File: src/rtl/cpu_arb_pkg.sv
// Shared types and constants for the instruction/data memory port arbiter.
package cpu_arb_pkg;

    typedef enum logic [1:0] {
        ST_IDLE    = 2'd0,
        ST_BUSY_IF = 2'd1,
        ST_BUSY_DM = 2'd2,
        ST_RESP    = 2'd3
    } arb_state_e;

    localparam logic GNT_IF = 1'b0;
    localparam logic GNT_DM = 1'b1;

    localparam logic [31:0] TIMEOUT_DATA = 32'hDEAD_BEEF;

endpackage

File: src/rtl/arb_watchdog.sv
// Down-counting watchdog for an outstanding memory access; used only when ARB_TIMEOUT_EN is defined.
// expire_o is asserted in the CYC-th consecutive enabled cycle after a clear.
module arb_watchdog #(
    parameter int unsigned CYC = 255
) (
    input  logic clk_i,
    input  logic rst_i,
    input  logic clr_i,
    input  logic en_i,
    output logic expire_o
);

    localparam int unsigned CW = $clog2(CYC + 1);

    logic [CW-1:0] cnt_q, cnt_d;

    always_comb begin
        cnt_d = cnt_q;
        if (clr_i) begin
            cnt_d = CW'(CYC - 1);
        end else if (en_i && (cnt_q != '0)) begin
            cnt_d = cnt_q - 1'b1;
        end
    end

    always_ff @(posedge clk_i or negedge rst_i) begin
        if (!rst_i) begin
            cnt_q <= CW'(CYC - 1);
        end else begin
            cnt_q <= cnt_d;
        end
    end

    assign expire_o = en_i && (cnt_q == '0);

endmodule

File: src/rtl/mem_port_arbiter.sv
// Round-robin sharing of one single-ported memory between instruction fetch and data access.
// Define ARB_TIMEOUT_EN to abort accesses whose mem_ack_i never arrives (adds err_o).
//
// state   | meaning
// IDLE    | no access outstanding; arbitrate pending requests
// BUSY_IF | fetch outstanding on the memory port
// BUSY_DM | load/store outstanding on the memory port
// RESP    | ready pulse to the granted requester; requests not sampled
module mem_port_arbiter
    import cpu_arb_pkg::*;
#(
    parameter int unsigned ADDR_W      = 32,
    parameter int unsigned DATA_W      = 32,
    parameter int unsigned TIMEOUT_CYC = 255
) (
    input  logic              clk_i,
    input  logic              rst_i,
    input  logic              if_req_i,
    input  logic [ADDR_W-1:0] if_addr_i,
    output logic [DATA_W-1:0] if_rdata_o,
    output logic              if_ready_o,
    input  logic              dm_req_i,
    input  logic              dm_we_i,
    input  logic [ADDR_W-1:0] dm_addr_i,
    input  logic [DATA_W-1:0] dm_wdata_i,
    output logic [DATA_W-1:0] dm_rdata_o,
    output logic              dm_ready_o,
    output logic              mem_req_o,
    output logic              mem_we_o,
    output logic [ADDR_W-1:0] mem_addr_o,
    output logic [DATA_W-1:0] mem_wdata_o,
    input  logic              mem_ack_i,
    input  logic [DATA_W-1:0] mem_rdata_i,
    output logic              stall_o
`ifdef ARB_TIMEOUT_EN
   ,output logic              err_o
`endif
);

    arb_state_e        state_q, state_d;
    logic              last_grant_q, last_grant_d;
    logic              mem_req_q, mem_req_d;
    logic              mem_we_q, mem_we_d;
    logic [ADDR_W-1:0] mem_addr_q, mem_addr_d;
    logic [DATA_W-1:0] mem_wdata_q, mem_wdata_d;
    logic [DATA_W-1:0] if_rdata_q, if_rdata_d;
    logic [DATA_W-1:0] dm_rdata_q, dm_rdata_d;
    logic              if_ready_q, if_ready_d;
    logic              dm_ready_q, dm_ready_d;
    logic              done;
    logic              unused_addr_lsb;

    // Memory is word-addressed; byte offsets are dropped.
    assign unused_addr_lsb = ^{if_addr_i[1:0], dm_addr_i[1:0]};

`ifdef ARB_TIMEOUT_EN
    logic err_q, err_d;
    logic busy;
    logic wd_expire;

    assign busy = (state_q == ST_BUSY_IF) || (state_q == ST_BUSY_DM);

    arb_watchdog #(
        .CYC (TIMEOUT_CYC)
    ) u_watchdog (
        .clk_i    (clk_i),
        .rst_i    (rst_i),
        .clr_i    (!busy),
        .en_i     (busy),
        .expire_o (wd_expire)
    );
`else
    localparam int unsigned unused_timeout_cyc = TIMEOUT_CYC;
`endif

    always_comb begin
        state_d      = state_q;
        last_grant_d = last_grant_q;
        mem_req_d    = mem_req_q;
        mem_we_d     = mem_we_q;
        mem_addr_d   = mem_addr_q;
        mem_wdata_d  = mem_wdata_q;
        if_rdata_d   = if_rdata_q;
        dm_rdata_d   = dm_rdata_q;
        if_ready_d   = 1'b0;
        dm_ready_d   = 1'b0;
        done         = 1'b0;
`ifdef ARB_TIMEOUT_EN
        err_d        = err_q;
`endif
        case (state_q)
            ST_IDLE: begin
                // On contention the requester not served last wins.
                if (dm_req_i && (!if_req_i || (last_grant_q == GNT_IF))) begin
                    last_grant_d = GNT_DM;
                    mem_req_d    = 1'b1;
                    mem_we_d     = dm_we_i;
                    mem_addr_d   = {dm_addr_i[ADDR_W-1:2], 2'b00};
                    mem_wdata_d  = dm_wdata_i;
                    state_d      = ST_BUSY_DM;
                end else if (if_req_i) begin
                    last_grant_d = GNT_IF;
                    mem_req_d    = 1'b1;
                    mem_we_d     = 1'b0;
                    mem_addr_d   = {if_addr_i[ADDR_W-1:2], 2'b00};
                    state_d      = ST_BUSY_IF;
                end
            end
            ST_BUSY_IF, ST_BUSY_DM: begin
                if (mem_ack_i) begin
                    done = 1'b1;
                    if (!mem_we_q) begin
                        if (state_q == ST_BUSY_DM) begin
                            dm_rdata_d = mem_rdata_i;
                        end else begin
                            if_rdata_d = mem_rdata_i;
                        end
                    end
                end
`ifdef ARB_TIMEOUT_EN
                else if (wd_expire) begin
                    done  = 1'b1;
                    err_d = 1'b1;
                    if (!mem_we_q) begin
                        if (state_q == ST_BUSY_DM) begin
                            dm_rdata_d = DATA_W'(TIMEOUT_DATA);
                        end else begin
                            if_rdata_d = DATA_W'(TIMEOUT_DATA);
                        end
                    end
                end
`endif
                if (done) begin
                    mem_req_d  = 1'b0;
                    state_d    = ST_RESP;
                    if_ready_d = (state_q == ST_BUSY_IF);
                    dm_ready_d = (state_q == ST_BUSY_DM);
                end
            end
            ST_RESP: begin
                state_d = ST_IDLE;
            end
            default: begin
                state_d = ST_IDLE;
            end
        endcase
    end

    always_ff @(posedge clk_i or negedge rst_i) begin
        if (!rst_i) begin
            state_q      <= ST_IDLE;
            last_grant_q <= GNT_IF;
            mem_req_q    <= 1'b0;
            mem_we_q     <= 1'b0;
            mem_addr_q   <= '0;
            mem_wdata_q  <= '0;
            if_rdata_q   <= '0;
            dm_rdata_q   <= '0;
            if_ready_q   <= 1'b0;
            dm_ready_q   <= 1'b0;
`ifdef ARB_TIMEOUT_EN
            err_q        <= 1'b0;
`endif
        end else begin
            state_q      <= state_d;
            last_grant_q <= last_grant_d;
            mem_req_q    <= mem_req_d;
            mem_we_q     <= mem_we_d;
            mem_addr_q   <= mem_addr_d;
            mem_wdata_q  <= mem_wdata_d;
            if_rdata_q   <= if_rdata_d;
            dm_rdata_q   <= dm_rdata_d;
            if_ready_q   <= if_ready_d;
            dm_ready_q   <= dm_ready_d;
`ifdef ARB_TIMEOUT_EN
            err_q        <= err_d;
`endif
        end
    end

    assign mem_req_o   = mem_req_q;
    assign mem_we_o    = mem_we_q;
    assign mem_addr_o  = mem_addr_q;
    assign mem_wdata_o = mem_wdata_q;
    assign if_rdata_o  = if_rdata_q;
    assign dm_rdata_o  = dm_rdata_q;
    assign if_ready_o  = if_ready_q;
    assign dm_ready_o  = dm_ready_q;
    assign stall_o     = (if_req_i & ~if_ready_q) | (dm_req_i & ~dm_ready_q);
`ifdef ARB_TIMEOUT_EN
    assign err_o       = err_q;
`endif

endmodule

File: config.mk
export PLATFORM = sky130hd
export DESIGN_NAME = mem_port_arbiter
export DESIGN_NICKNAME = d
export VERILOG_FILES = /design/src/rtl/cpu_arb_pkg.sv /design/src/rtl/arb_watchdog.sv /design/src/rtl/mem_port_arbiter.sv
export SDC_FILE = /design/constraint.sdc
export NUM_CORES = 1
export LEC_CHECK = 0
export ABC_CLOCK_PERIOD_IN_PS = 5000
export CAP_MARGIN = 25
export CORE_MARGIN = 5
export CORE_UTILIZATION = 29
export CTS_BUF_LIST = sky130_fd_sc_hd__clkbuf_4 sky130_fd_sc_hd__clkbuf_8 sky130_fd_sc_hd__clkbuf_16
export CTS_CLUSTER_SIZE = 30
export DETAILED_ROUTE_END_ITERATION = 8
export GPL_ROUTABILITY_DRIVEN = 0
export PLACE_DENSITY_LB_ADDON = 0.05
export RECOVER_POWER = 50
export SETUP_SLACK_MARGIN = 0.3
export SYNTH_ARGS = -nofsm -noshare
export SYNTH_HDL_FRONTEND = slang
export SYNTH_HIERARCHICAL = 1
export SYNTH_SLANG_ARGS = --single-unit
File: constraint.sdc
create_clock -name clk_i -period 5 [get_ports clk_i]
set_input_delay 1 -clock clk_i [delete_from_list [all_inputs] [get_ports clk_i]]
set_output_delay 1 -clock clk_i [all_outputs]
set_load 0.05 [all_outputs]
==> results.rst <==
.. list-table::
   :header-rows: 1

   * - Metric
     - Value
   * - Status
     - complete, but fails checks
   * - Violated checks
     - capacitance limit, slew limit
   * - TritonCTS buffer count
     - 17
   * - Worst stage delay on the critical path
     - slightly above 0.8 ns
   * - Area growth from synthesis to layout
     - 64.7%
   * - Count of input and output buffers
     - between 200 and 300
   * - Setup slack on the worst flop-to-flop path
     - about 1.9 ns
   * - Ys Warns
     - 6
   * - Grt ovf
     - 0
   * - Type of origin of the critical path
     - input pin
   * - Quantity of gates resized following cts
     - 0
   * - Maximum fanout along the worst path
     - 6
   * - Cell total after placement
     - between 800 and 900
   * - Post-CTS Setup Inserts
     - 0
   * - Static power due to leakage
     - roughly 3.9 nW
   * - Number of buffers on the longest clock path
     - 2
   * - Clock tree from TritonCTS
     - built
   * - Share of the clock period used by the worst path
     - 0.761
   * - Initial Util
     - 0.292
   * - Synth top area cells
     - sky130_fd_sc_hd__dfrtp_1, sky130_fd_sc_hd__mux2_2, sky130_fd_sc_hd__mux2_4
   * - Number of clock sinks
     - 133
   * - Die area
     - roughly 22000 um2
   * - Routed wirelength normalized by instance count
     - around 17 um
   * - Final count of hold timing violations
     - 0
   * - Gate count after technology mapping
     - 408
   * - Clock network latency to the later pin of the worst-skew pair
     - ~0.41 ns
   * - Maxcap violations
     - 3
   * - Worst setup path class
     - input pin to output pin
   * - Initial antenna violation count
     - 1
   * - Share of Yosys cell area claimed by the top area cell type
     - 0.613
   * - Ys flop type
     - sky130_fd_sc_hd__dfrtp_1
   * - Cells along the critical path
     - dlygate4sd3_1, inv_1, o22ai_1, clkdlybuf4s50_1
   * - Sequential area share after synthesis
     - 0.613
   * - Number of nets still failing antenna checks after routing
     - 0
   * - Area leader, netlist
     - sky130_fd_sc_hd__dfrtp_1
   * - Die width
     - 147 um
   * - Final number of setup-violating endpoints
     - 0
   * - Clock tree skew after final layout
     - ~0.010 ns
   * - Count of non-filler cells in the finished layout
     - ~920
   * - Diodes inserted
     - 0
   * - Global Route Usage Sum
     - 0.146
   * - DRC marker count from the first detailed-route iteration
     - between 100 and 150
   * - Type of element capturing the critical path
     - output pin
   * - Mean instance size in the synthesized netlist
     - ~13 um2
   * - Layout cell share with drive strength beyond 1
     - 0.196
   * - Highest-delay cell along the critical path
     - sky130_fd_sc_hd__clkdlybuf4s50_1
   * - Most common cell in the netlist
     - sky130_fd_sc_hd__dfrtp_1
   * - Post-detail-place hpwl
     - about 11000 um
   * - Worst slew margin relative to its limit
     - -1.13
   * - Number of distinct library cell variants in the gate-level netlist after synthesis
     - 29
   * - Number of register bits inferred by synthesis
     - between 100 and 150
   * - Category of cells accounting for the largest share of critical-path delay
     - buffers and inverters
   * - Length of the first detailed-routing pass in iterations
     - 4
   * - Endpoint of the worst-slack reg-to-reg timing path
     - if_rdata_o[10]
   * - CP startpoint
     - if_req_i
   * - Cell chosen for the clock root
     - sky130_fd_sc_hd__clkbuf_16
   * - Fin. max-slew vios
     - about 120
   * - Most numerous cell types in the synthesized netlist
     - sky130_fd_sc_hd__dfrtp_1, sky130_fd_sc_hd__mux2_2, sky130_fd_sc_hd__a21oi_1
   * - Number of top-level pins
     - about 270
   * - Async set-reset flop share out of synthesis
     - 1.00
   * - Setup tns final
     - 0 ns
   * - Reg-to-Reg Start
     - state_q[0]
   * - Hold Crit Class
     - flop to flop
   * - Area of the placeable core
     - approximately 19000 um2
   * - Number of vias in the routed layout
     - between 4000 and 5000
   * - Largest net degree at the start of global routing
     - 112
   * - Critical path data arrival time
     - ~2.8 ns
   * - Number of instances on the worst hold path
     - 1
   * - H-tree depth reported by CTS
     - 4
   * - Maximum VDD drop
     - roughly 0.35 mV
   * - Startpoint of the tightest hold check path
     - if_rdata_o[0]
   * - Num rows
     - 50
   * - Reg clk slew, reported paths
     - ~0.05 ns
   * - Number of hold buffers added after cts
     - 0
   * - Global-route wire length before repair
     - about 25000 um
   * - Number of enable-type register cells in the synthesized netlist
     - 0
   * - CP bufs+invs
     - 3
   * - Synthesized cell area
     - 5430 um2
   * - Pwr dens
     - ~860 nW/um2
   * - Required time worst endpoint
     - 4.00 ns
   * - Number of nets at the end of the flow
     - about 800
   * - F_max
     - 0.263 GHz
   * - Setup repair after global routing missed its margin
     - no
   * - Minimum clock period after layout
     - about 3.8 ns
   * - Vias in the first global route
     - ~4500
   * - Endpoint of the worst hold path
     - if_rdata_o[0]
   * - Worst-margin pin slew
     - 3.20 ns
   * - Post-detailed-route DRC marker count
     - 0
   * - Cell depth of the worst flop-to-flop path
     - 6
   * - Routed WL
     - ~16000 um
   * - Drt via density
     - around 4.5
   * - Die Span Y
     - 147 um
[cell families (layout without fill, tap and decap cells)]
kind of cell | after synthesis | after routing | synth area share
flip-flops | 133 | 133 | 0.613
multiplexers | 99 | 99 | 0.225
AND/OR/NAND/NOR | 72 | 72 | 0.0532
AO/OA/AOI/OAI | 70 | 70 | 0.0703
buffers and inverters | 29 | 303 | 0.0286
adder cells (fa/ha/maj) | 4 | 4 | 0.00922
other | 1 | 2 | 0.000691
[worst max path at each step]
stage	endpoint	cells past startpoint
after floorplan	stall_o	2
after global placement	stall_o	4
after detailed placement	stall_o	4
after CTS	stall_o	4
after global routing	dm_rdata_o[9]	2
final	stall_o	4
[sequential cells by signal (all words and copies together) (netlist names)]
name and cells:
mem_addr_o 30, mem_req_o 1, mem_we_o 1, mem_wdata_o 32, if_rdata_o 32, last_grant_q 1
state_q 2, dm_ready_o 1, dm_rdata_o 32, if_ready_o 1
[through the flow]
| step | area, um2 | hold WS [ns] | setup WS, ns | power, mW | util |
|---|---|---|---|---|---|
| after floorplan | 5430 | 0.510 | 2.20 | 4.82 | - |
| after CTS | 8940 | 0.503 | 1.29 | 7.79 | 0.481 |
| after global placement | 8250 | 0.470 | 1.29 | 6.28 | 0.444 |
| after detailed placement | 8280 | 0.491 | 1.30 | 6.35 | 0.445 |
| after global routing | 8940 | 0.507 | 0.727 | 8.07 | 0.481 |
| final | 8940 | 0.497 | 1.20 | 7.69 | 0.481 |
[where the power goes]
group | internal [mW] | switching [mW]
logic | 1.64 | 2.72
registers | 1.63 | 0.284
clock network | 0.946 | 0.463
total | 4.22 | 3.47
[layer usage]
metal,vias to the layer above,wire [um],share of wire,track usage
met5,-,13,0.00083,0
li1,1927,-,-,-
met2,157,7860,0.50,0.249
met1,1982,6090,0.39,0.167
met4,2,191,0.012,0.0423
met3,15,1460,0.093,0.0629
[cells in the final DEF (no fill, tap or decap), drive strengths merged, types with 2 or more instances in the layout]
cell type      synthesis  routed
nand2                 34      34
inv                    5       6
conb                   1       2
clkinv                 0       4
buf                   13       5
dlygate4sd3            0       2
ha                     4       4
mux2i                  2       2
bufinv                 0       6
a21boi                 2       2
a21oi                 62      62
clkbuf                11      22
nor2                  33      33
o22ai                  2       2
dfrtp                133     133
clkdlybuf4s50          0     257
mux2                  97      97
[layout make-up]
type | count | area (um2)
Tap cell | 234 | 293
Fill cell | 1613 | 9640
Timing Repair Buffer | 268 | 2690
Clock inverter | 12 | 228
Sequential cell | 133 | 3330
Clock buffer | 18 | 439
Multi-Input combinational cell | 247 | 1950
Inverter | 5 | 18.8
No activity file was read; power rests on OpenSTA's default activity.
